==> src/rtl/aclk_set_ctrl.sv <==
// rtl/aclk_set_ctrl.sv - button-driven H1/H0/M1/M0 editor that loads the alarm clock core's time or alarm register
module aclk_set_ctrl #(
  parameter int unsigned TIMEOUT = 100
) (
  input  logic       clk,
  input  logic       reset,
  input  logic       btn_set_time,
  input  logic       btn_set_alarm,
  input  logic       btn_inc,
  input  logic       btn_next,
  input  logic [1:0] cur_H1,
  input  logic [3:0] cur_H0,
  input  logic [3:0] cur_M1,
  input  logic [3:0] cur_M0,
  output logic [1:0] H_in1,
  output logic [3:0] H_in0,
  output logic [3:0] M_in1,
  output logic [3:0] M_in0,
  output logic       LD_time,
  output logic       LD_alarm,
  output logic       editing,
  output logic       edit_target,
  output logic [1:0] edit_digit,
  output logic       timeout_flag
);

  typedef enum logic [2:0] {
    S_IDLE,
    S_EDIT_H1,
    S_EDIT_H0,
    S_EDIT_M1,
    S_EDIT_M0,
    S_LOAD
  } state_e;

  localparam logic [15:0] TMO_LAST = 16'(TIMEOUT - 1);

  state_e      state_q, state_d;
  logic        target_q, target_d;
  logic [1:0]  h1_q, h1_d, sh_h1_q, sh_h1_d;
  logic [3:0]  h0_q, h0_d, sh_h0_q, sh_h0_d;
  logic [3:0]  m1_q, m1_d, sh_m1_q, sh_m1_d;
  logic [3:0]  m0_q, m0_d, sh_m0_q, sh_m0_d;
  logic [15:0] cnt_q, cnt_d;
  logic        tmo_q, tmo_d;
  logic [3:0]  btn_low_q, btn_low_d;

  logic [3:0]  btns;
  logic [3:0]  ev;
  logic        ev_time, ev_alarm, ev_inc, ev_next;
  logic        is_edit;
  logic [3:0]  h0_max;

  // Stores "button was low last cycle"; clearing it in reset makes a held button look already high.
  assign btns      = {btn_next, btn_inc, btn_set_alarm, btn_set_time};
  assign btn_low_d = ~btns;
  assign ev        = btns & btn_low_q;
  assign ev_time   = ev[0];
  assign ev_alarm  = ev[1];
  assign ev_inc    = ev[2];
  assign ev_next   = ev[3];

  assign is_edit = (state_q == S_EDIT_H1) || (state_q == S_EDIT_H0) ||
                   (state_q == S_EDIT_M1) || (state_q == S_EDIT_M0);
  assign h0_max  = (h1_q == 2'd2) ? 4'd3 : 4'd9;

  always_ff @(posedge clk or negedge reset) begin
    if (!reset) begin
      state_q   <= S_IDLE;
      target_q  <= 1'b0;
      h1_q      <= '0;
      h0_q      <= '0;
      m1_q      <= '0;
      m0_q      <= '0;
      sh_h1_q   <= '0;
      sh_h0_q   <= '0;
      sh_m1_q   <= '0;
      sh_m0_q   <= '0;
      cnt_q     <= '0;
      tmo_q     <= 1'b0;
      btn_low_q <= '0;
    end else begin
      state_q   <= state_d;
      target_q  <= target_d;
      h1_q      <= h1_d;
      h0_q      <= h0_d;
      m1_q      <= m1_d;
      m0_q      <= m0_d;
      sh_h1_q   <= sh_h1_d;
      sh_h0_q   <= sh_h0_d;
      sh_m1_q   <= sh_m1_d;
      sh_m0_q   <= sh_m0_d;
      cnt_q     <= cnt_d;
      tmo_q     <= tmo_d;
      btn_low_q <= btn_low_d;
    end
  end

  always_comb begin
    state_d  = state_q;
    target_d = target_q;
    h1_d     = h1_q;
    h0_d     = h0_q;
    m1_d     = m1_q;
    m0_d     = m0_q;
    sh_h1_d  = sh_h1_q;
    sh_h0_d  = sh_h0_q;
    sh_m1_d  = sh_m1_q;
    sh_m0_d  = sh_m0_q;
    cnt_d    = '0;
    tmo_d    = 1'b0;

    unique case (state_q)
      S_IDLE: begin
        if (ev_time) begin
          state_d  = S_EDIT_H1;
          target_d = 1'b0;
          h1_d     = cur_H1;
          h0_d     = cur_H0;
          m1_d     = cur_M1;
          m0_d     = cur_M0;
        end else if (ev_alarm) begin
          state_d  = S_EDIT_H1;
          target_d = 1'b1;
          h1_d     = sh_h1_q;
          h0_d     = sh_h0_q;
          m1_d     = sh_m1_q;
          m0_d     = sh_m0_q;
        end
      end

      S_EDIT_H1, S_EDIT_H0, S_EDIT_M1, S_EDIT_M0: begin
        cnt_d = cnt_q + 16'd1;
        // An accepted event in the timeout cycle keeps the edit alive.
        if (ev_next) begin
          cnt_d = '0;
          case (state_q)
            S_EDIT_H1: state_d = S_EDIT_H0;
            S_EDIT_H0: state_d = S_EDIT_M1;
            S_EDIT_M1: state_d = S_EDIT_M0;
            default:   state_d = S_LOAD;
          endcase
        end else if (ev_inc) begin
          cnt_d = '0;
          case (state_q)
            S_EDIT_H1: begin
              h1_d = (h1_q >= 2'd2) ? 2'd0 : h1_q + 2'd1;
              if ((h1_q == 2'd1) && (h0_q > 4'd3)) h0_d = 4'd3;
            end
            S_EDIT_H0: h0_d = (h0_q >= h0_max) ? 4'd0 : h0_q + 4'd1;
            S_EDIT_M1: m1_d = (m1_q >= 4'd5) ? 4'd0 : m1_q + 4'd1;
            default:   m0_d = (m0_q >= 4'd9) ? 4'd0 : m0_q + 4'd1;
          endcase
        end else if (cnt_q == TMO_LAST) begin
          state_d = S_IDLE;
          tmo_d   = 1'b1;
        end
      end

      S_LOAD: begin
        state_d = S_IDLE;
        if (target_q) begin
          sh_h1_d = h1_q;
          sh_h0_d = h0_q;
          sh_m1_d = m1_q;
          sh_m0_d = m0_q;
        end
      end

      default: state_d = S_IDLE;
    endcase
  end

  always_comb begin
    edit_digit = 2'd0;
    case (state_q)
      S_EDIT_H0: edit_digit = 2'd1;
      S_EDIT_M1: edit_digit = 2'd2;
      S_EDIT_M0: edit_digit = 2'd3;
      default:   edit_digit = 2'd0;
    endcase
  end

  assign H_in1        = h1_q;
  assign H_in0        = h0_q;
  assign M_in1        = m1_q;
  assign M_in0        = m0_q;
  assign LD_time      = (state_q == S_LOAD) && !target_q;
  assign LD_alarm     = (state_q == S_LOAD) && target_q;
  assign editing      = is_edit;
  assign edit_target  = target_q;
  assign timeout_flag = tmo_q;

endmodule
==> config.mk <==
export PLATFORM = sky130hd
export DESIGN_NAME = aclk_set_ctrl
export DESIGN_NICKNAME = d
export VERILOG_FILES = /design/src/rtl/aclk_set_ctrl.sv
export SDC_FILE = /design/constraint.sdc
export NUM_CORES = 1
export LEC_CHECK = 0
export CAP_MARGIN = 20
export CORE_MARGIN = 4
export CORE_UTILIZATION = 55
export DETAILED_ROUTE_END_ITERATION = 8
export PLACE_DENSITY_LB_ADDON = 0.2
export REMOVE_ABC_BUFFERS = 1
export SLEW_MARGIN = 5
export SYNTH_ARGS = -nofsm -noshare
export SYNTH_HDL_FRONTEND = slang
export SYNTH_SLANG_ARGS = --single-unit
==> constraint.sdc <==
create_clock -name clk -period 3.9 [get_ports clk]
set_clock_uncertainty 0.2 [all_clocks]
set_input_delay 0.78 -clock clk [delete_from_list [all_inputs] [get_ports clk]]
set_output_delay 0.78 -clock clk [all_outputs]
set_load 0.02 [all_outputs]
Word level (Yosys, flattened, before mapping):

Cells that the tools add are included.

* logic and storage cells: 109
* output and inout port bits: 21
* bits in registers: 53
* bits of input ports: 20

* magnitude comparators: 5
* reduce and logical (&&, ||, !) cells: 19
* bitwise gates (word level): 2
* multiplexer cells: 47
* add/sub/neg operators: 5
* eq/ne operators: 18

Operators by type and width (number)
* 2-to-1 mux 4 bit: 19
* 2-to-1 mux 16 bit: 3
* one-hot mux 4 bit (2 select lines): 4
* adder 16 x 1 -> 16 bit (second input constant): 1
* equality test 16 x 7 -> 1 bit (second input constant): 1
* 2-to-1 mux 3 bit: 5
* inequality test 3 bit (second input constant): 5
* AND reduction 5 bit: 3
* adder 4 x 1 -> 4 bit (second input constant): 3
* 2-to-1 mux 2 bit: 6
* inequality test 2 bit (second input constant): 5
* one-hot mux 3 bit (3 select lines): 1
* equality test 3 x 2 -> 1 bit (second input constant): 2
* equality test 3 bit (second input constant): 2
* 2-to-1 mux 1 bit: 6
* one-hot mux 2 bit (3 select lines): 1
* one-hot mux 3 bit (2 select lines): 1
* AND reduction 6 bit: 1
* bitwise AND 4 bit: 1
* greater-or-equal comparator 4 x 3 -> 1 bit (second input constant): 1
* greater-or-equal comparator 4 bit: 1
* greater-or-equal comparator 4 bit (second input constant): 1
* greater-than comparator 4 x 2 -> 1 bit (second input constant): 1
* inverter 4 bit: 1
* other kinds (15): 21

Depth between registers and ports, before layout:

Gate-level depths: netlist of run 1.

* depth in word-level cells: 8
* mapped depth: 7
* mapped depth without buffers: 7

Worst setup path before layout of run 1:

Ideal clock, no wire load.

* path kind: reg2out
* from: register state_q[0]
* to: output LD_alarm
* arrival: 1.517 ns
* stages on the path, launching flop included: 6
* path slack: 1.403 ns
* required time: 2.920 ns
* buffers on the path: 3
* cells stage by stage: dfrtp_1 > clkbuf_1 > clkbuf_1 > nand3_1 > clkbuf_1 > inv_1

* word-level cells in the longest chain between the ends: 2

RTL lines
* from (decl): line 38 `state_e state_q, state_d;`
* from (signal assigned): line 83 `state_q <= state_d;`
* equality test 3 bit: line 189 `assign LD_alarm = (state_q == S_LOAD) && target_q;`
* logical AND 1 bit: line 189
* to (decl): line 20 `output logic LD_alarm,`

Every way passes these cells.

Worst setup path after layout of run 1:

* from: register state_q[1]
* to: output editing

* word-level cells in the longest chain between the ends: 4
* elaborated cells on any way between the ends: 7
* those cells by class: eq/ne (4); reduce/logical (3)

RTL lines
* equality test 3 x 1 -> 1 bit / equality test 3 x 2 -> 1 bit (equally long branches): line 63 `assign is_edit = (state_q == S_EDIT_H1) || (state_q == S_EDIT_H0) ||`
* logical OR 1 bit (2 in a row): line 63
* logical OR 1 bit (*): line 64 `(state_q == S_EDIT_M1) || (state_q == S_EDIT_M0);`
* to (decl): line 21 `output logic editing,`

Mark *: on every way between the ends. The rest lies on a longest branch, timed or not.

==> impl_metrics.tcl, run 1 <==
set metrics [dict create \
    run_status "finished clean" \
    drt-initial-drc-count 118 \
    swShare 0.405 \
    diodes 0 \
    yosysWarnings 0 \
    clk_path_buf_depth 2 \
    numPortBuffers 40 \
    synth_edf_count 0 \
    die-area_um2 6600 \
    coreArea_um2 5140 \
    synthMuxAreaShare 0.141 \
    pwr_density_cell_nw_per_um2 633 \
    hold_viol 0 \
    routedWlPerCell_um 15.8 \
    vias 2307 \
    dpl_cell_area_um2 3410 \
    synth_simple_gate_area_frac 0.148 \
    wl_um 6300 \
    comb_power_share 0.478 \
    seq_area_um2 1330 \
    dp_hpwl_um 4600 \
    ys_ff_latch 53 \
    drtAntennaViolNets 0 \
    cts_root_buffer "clkbuf_8" \
    grt_pass1_vias 2296 \
    grt_max_degree 40 \
    start_kind "flop" \
    htreeDepth 2 \
    cts_sinks 53 \
    start_util 0.574 \
    routabilityCongestion 0.827 \
    synthToLayoutAreaGrowth_pct 18.9 \
    maxCapViolCount 0 \
    synth_area_per_cell_um2 10.2 \
    synth-adder-area-share 0.0424 \
    synth_top_family_by_area "simple AND/OR/NAND/NOR gates" \
    p_total_mw 2.22 \
    cts_buffers 5 \
    route.detailed.drc 0 \
    min_period_ns 3.57 \
    die-height_um 81.3 \
    fin_area_um2 3510 \
    worstPathCellList "o21ai_0, nand2_1, inv_1, clkdlybuf4s50_1" \
    die_w_um 81.3 \
    postSynthCellCount 288 \
    grt_remaining_overflow 0 \
    worst_slew_pin_slew_ns 0.855 \
    ys.flop_type "dfrtp_1" \
    seq_power_share 0.378 \
    setup_viol 0 \
    fin_setup_tns_ns 0 \
    synth.top_cell.area_share 0.449 \
    multi_input_area_um2 1490 \
    crit_type "reg2out" \
    power.internal_mw 1.32 \
    antenna_found_initial 0 \
    clkTransAtPathRegs_ns 0.09 \
    drive_above_1_share 0.131 \
    io_pins 41 \
    rsz0062_at_grt "false" \
    drv_slew 0 \
    maxSlewHeadroom 0.425 \
    fmax_ghz 0.280 \
    cpMaxStageDelayCell "clkdlybuf4s50_1" \
    finalNetCount 358 \
    peakVddDrop_v 0.000348 \
    ys_seq_area_frac 0.449 \
    grt_pass1_wl_um 10900 \
    fin_crit_sh 0.915 \
    n_fill_cell 454 \
    cts_resized 0 \
    holdCritPathClass "reg2reg" \
    synthArstFlopShare 1.00 \
    crit_path_max_incr_delay_ns 0.70 \
    cts_tree "built" \
    cp_data_required_time_ns 2.92 \
    synth_compound_gate_area_share 0.138 \
    critPathCaptureType "primary output" \
    dr.pass1.iters 4 \
    arrival_ns 2.59 \
    num_rows 26 \
    synth.largest_area_cell "dfrtp_1" \
    clk_latency_ns 0.31 \
    synth_area_leaders "dfrtp_1 (45%), mux2_2 (9.2%), mux2i_1 (4.4%)" \
    synth_area_um2 2950 \
    track_usage 0.213 \
    p_switching_mw 0.900 \
    cts-hold-fix-buffers 0 \
    leakage_nw 1.57 \
    synth.distinct_cells 51 \
    crit_fanout 13 \
    vias_per_cell 5.78 \
    synth_xor_area_frac 0.0356 \
    cts_setup_buffers 0 \
    power_frac_clock 0.144 \
]
cells in the mapped netlist (2+ instances only):
cell	number
dfrtp_1	53
mux2_2	24
inv_1	23
nor2_1	21
nand2_1	15
mux2i_1	13
nand3_1	12
ha_1	10
xnor2_1	10
nor4_1	8
o21ai_0	8
clkbuf_1	7
a21oi_1	6
nor3_1	6
o22ai_1	6
or3_1	5
a211oi_1	4
a22oi_1	3
a31oi_1	3
a32oi_1	3
and2_1	3
nand2b_1	3
nand4_1	3
o211ai_1	3
a22o_1	2
a2bb2oi_1	2
a31o_2	2
a41oi_1	2
and3_1	2
buf_1	2
nor3b_1	2
o32ai_1	2
xor2_1	2
final timing paths:
path,slack [ns],cells past startpoint,to,from
max in group asynchronous,2.40,2,H_in1[1]$_DFFE_PN0P_,reset
worst min register to register,0.31,1,sh_h0_q[3]$_DFFE_PN0P_,sh_h0_q[3]$_DFFE_PN0P_
worst max-delay path,0.33,4,editing,state_q[1]$_DFFE_PN0P_
worst max register to register,1.40,4,H_in0[0]$_DFFE_PN0P_,state_q[2]$_DFFE_PN0P_
min in group asynchronous,0.36,1,cnt_q[13]$_DFF_PN0_,reset
worst min-delay path,0.31,1,sh_h0_q[3]$_DFFE_PN0P_,sh_h0_q[3]$_DFFE_PN0P_
power groups by stage:
stage               logic (mW)  registers (mW)  clock network (mW)
floorplan                0.603           0.908                   0
global placement          1.03           0.842                   0
detailed placement        1.06           0.851                   0
CTS                       1.06           0.841               0.334
global route              1.16           0.868               0.361
finish                    1.06           0.841               0.320
cells in the final DEF, fill, tap and decap left out, drive strengths merged, types with 4 or more instances in the layout:
cell / synthesis / final
dfrtp: 53 / 53
clkdlybuf4s50: 0 / 39
mux2: 25 / 25
inv: 23 / 23
nor2: 21 / 21
nand2: 15 / 15
mux2i: 13 / 13
nand3: 12 / 12
xnor2: 10 / 10
ha: 10 / 10
o21ai: 8 / 8
nor4: 8 / 8
nor3: 6 / 6
a21oi: 6 / 6
o22ai: 6 / 6
clkbuf: 7 / 6
or3: 5 / 5
buf: 4 / 5
a211oi: 4 / 4
and2: 4 / 4
area by class of cell:
class / instances / share of cell area
flip-flops and latches: 53 / 0.378
repair buffers: 44 / 0.121
multi-input cells: 201 / 0.424
well taps: 70 / 0.0249
clock inverters: 2 / 0.00392
clock buffers: 6 / 0.0235
inverters: 23 / 0.0246
stage by stage:
step | utilization | worst slack (ns) | hold WS (ns) | cells
final | 0.683 | 0.330 | 0.310 | 399
after global routing | 0.683 | 0.125 | 0.325 | 399
after CTS | 0.683 | 0.363 | 0.315 | 399
after detailed placement | 0.664 | 0.716 | 0.294 | 391
after global placement | 0.664 | 0.783 | 0.271 | 391
after floorplan | - | 1.35 | 0.255 | 277
per-layer routing:
metal,wire [um],track usage,part of all wire
met1,3030,0.300,0.48
met2,2940,0.333,0.47
met4,55,0.0625,0.0087
met3,275,0.0410,0.044
met5,0,0,0
worst max-delay path: cells and delay by family (launching register included):
family                 cells  cell delay (ns)
AOI/OAI and AO/OA          1             0.40
buffers and inverters      2             1.12
DFF                        1             0.51
and+or+nand+nor            1             0.26
state kept, by name, summed over array words and instances, names as in the netlist:
| signal | count |
|---|---|
| sh_h1_q | 2 |
| M_in0 | 4 |
| timeout_flag | 1 |
| H_in1 | 2 |
| sh_h0_q | 4 |
| edit_target | 1 |
| sh_m1_q | 4 |
| H_in0 | 4 |
| btn_low_q | 4 |
| sh_m0_q | 4 |
| state_q | 3 |
| M_in1 | 4 |
| cnt_q | 16 |
kinds of logic (layout without fill, tap and decap cells):
group / after synthesis / after routing
AO/OA/AOI/OAI: 56 / 56
XOR/XNOR: 12 / 12
adder cells (fa/ha/maj): 10 / 10
buffers and inverters: 34 / 75
flip-flops: 53 / 53
multiplexers: 38 / 38
AND/OR/NAND/NOR: 85 / 85
Note: power is estimated with default switching activity, not from simulation.
==> run 2: changes to the inputs <==
--- a/config.mk
+++ b/config.mk
@@ -6,7 +6,6 @@
 export NUM_CORES = 1
 export LEC_CHECK = 0
 export CAP_MARGIN = 20
-export CORE_MARGIN = 4
 export CORE_UTILIZATION = 55
 export DETAILED_ROUTE_END_ITERATION = 8
 export PLACE_DENSITY_LB_ADDON = 0.2
==> run 2 against run 1 <==
Net effect: clock power is 3% lower; largest power group unchanged; sequential power up 2.4%; setup slack lost 0.021 ns; design area fell by 0.71%; critical endpoint unchanged.
==> impl_metrics.tcl, run 2 (synthesized netlist as in run 1, its figures left out) <==
set metrics [dict create \
    drtAntennaViolNets 0 \
    drt-initial-drc-count 154 \
    drv_slew 0 \
    grt_max_degree 29 \
    coreArea_um2 5140 \
    start_kind "flop" \
    finalNetCount 356 \
    min_period_ns 3.59 \
    cpMaxStageDelayCell "clkdlybuf4s50_1" \
    fin_cells 396 \
    grt_pass1_vias 2111 \
    setup_viol 0 \
    cp_top_family "buffers and inverters" \
    cts_root_buffer "clkbuf_8" \
    start_util 0.574 \
    reg2reg_slack_ns 1.40 \
    worst_slew_pin_slew_ns 0.867 \
    largest_reg_flops 16 \
    fin_crit_sh 0.921 \
    rsz0062_at_grt "false" \
    peakVddDrop_v 0.000377 \
    dpl_cell_area_um2 3400 \
    synthToLayoutAreaGrowth_pct 18.1 \
    arrival_ns 2.61 \
    reg2reg_from "state_q[2]$_DFFE_PN0P_" \
    die_w_um 75.3 \
    worstPathCellList "o21ai_0, nand2_1, inv_1, clkdlybuf4s50_1" \
    cp_data_required_time_ns 2.92 \
    run_status "finished clean" \
    maxSlewHeadroom 0.417 \
    route.detailed.drc 0 \
    path_buf_inv 2 \
    clk_path_buf_depth 2 \
    fin_setup_tns_ns 0 \
    r2r_cells 4 \
    clkTransAtPathRegs_ns 0.09 \
    cts_buffers 5 \
    timing.rr.end "H_in0[0]$_DFFE_PN0P_" \
    holdCritPathClass "in2async" \
    track_usage 0.246 \
    die-height_um 75.3 \
    maxCapViolCount 0 \
    crit_path_max_incr_delay_ns 0.69 \
    htreeDepth 2 \
    io_pins 41 \
    routabilityCongestion 0.829 \
    critPathLaunch "state_q[0]$_DFFE_PN0P_" \
    fin_area_um2 3490 \
    clk_latency_ns 0.30 \
    top_register "cnt_q" \
    pwr_density_cell_nw_per_um2 631 \
    grt_pass1_wl_um 10400 \
    fmax_ghz 0.278 \
    cts_setup_buffers 0 \
    critPathCaptureType "primary output" \
    wl_um 6280 \
    vias_per_cell 5.93 \
    hold_viol 0 \
    grt_remaining_overflow 0 \
    routedWlPerCell_um 15.9 \
    drive_above_1_share 0.120 \
    layout_common_cells "dfrtp_1 (53), clkdlybuf4s50_1 (39), mux2_2 (24), inv_1 (23), nor2_1 (21)" \
    crit_fanout 17 \
    diodes 0 \
    dr.pass1.iters 4 \
    cts-hold-fix-buffers 0 \
    dp_hpwl_um 4610 \
    leakage_nw 1.55 \
    endpoint "editing" \
    numPortBuffers 40 \
    vias 2350 \
    cts_resized 0 \
    antenna_found_initial 0 \
    cts_sinks 53 \
    die-area_um2 5660 \
    final_common_cell "dfrtp_1" \
    cts_tree "built" \
    dp_cells 389 \
    num_rows 26 \
    path_depth 4 \
    crit_type "reg2out" \
]
## run 2: cell count changes in the layout (fill, tap and decap cells not counted)
cell | previous run | this run
clkinv_2 | 1 | 0
clkbuf_1 | 0 | 1
buf_4 | 4 | 2
clkinv_4 | 1 | 0
## run 2: cell type report
| type | count | area (um^2) |
|---|---|---|
| clock buffers | 7 | 86.3 |
| multi-input cells | 201 | 1490 |
| well taps | 70 | 87.6 |
| flip-flops and latches | 53 | 1330 |
| fillers | 447 | 1650 |
| inverters | 23 | 86.3 |
| repair buffers | 42 | 410 |
## run 2: worst min path at each step
stage | start | endpoint | slack (ns) | cells past startpoint
after floorplan | cnt_q[0]$_DFF_PN0_ | cnt_q[0]$_DFF_PN0_ | 0.25 | 1
after global placement | cnt_q[0]$_DFF_PN0_ | cnt_q[0]$_DFF_PN0_ | 0.27 | 1
after detailed placement | cnt_q[0]$_DFF_PN0_ | cnt_q[0]$_DFF_PN0_ | 0.28 | 1
after CTS | cnt_q[0]$_DFF_PN0_ | cnt_q[0]$_DFF_PN0_ | 0.29 | 1
after global routing | sh_m0_q[2]$_DFFE_PN0P_ | sh_m0_q[2]$_DFFE_PN0P_ | 0.32 | 1
final | reset | sh_m0_q[1]$_DFFE_PN0P_ | 0.28 | 1
## run 2: metal layers
layer | vias to the layer above | GRT usage | share of wire
met5 | - | 0 | 0
met4 | 0 | 0.0597 | 0.0097
met3 | 6 | 0.0469 | 0.036
met2 | 49 | 0.387 | 0.47
met1 | 1167 | 0.354 | 0.48
li1 | 1128 | - | -
## run 2: per-stage QoR
step                      total power [mW]  hold slack, ns  setup slack [ns]  utilization
after floorplan                       1.51           0.255              1.35            -
after global placement                1.85           0.271             0.729        0.661
after CTS                             2.21           0.293             0.318        0.678
after global routing                  2.36           0.324             0.105        0.678
after detailed placement              1.90           0.281             0.650        0.661
final                                 2.20           0.283             0.309        0.678
## run 2: worst register-to-register path, delay by kind of cell (launching register included)
kind,cells,cell delay (ns)
DFF,1,0.59
muxes,1,0.29
and+or+nand+nor,3,1.32
## run 2: power breakdown
group / leakage, nW / switching, mW / internal [mW]
logic: 0.802 / 0.538 / 0.491
registers: 0.707 / 0.183 / 0.677
clock network: 0.0443 / 0.168 / 0.141
total: 1.55 / 0.889 / 1.31
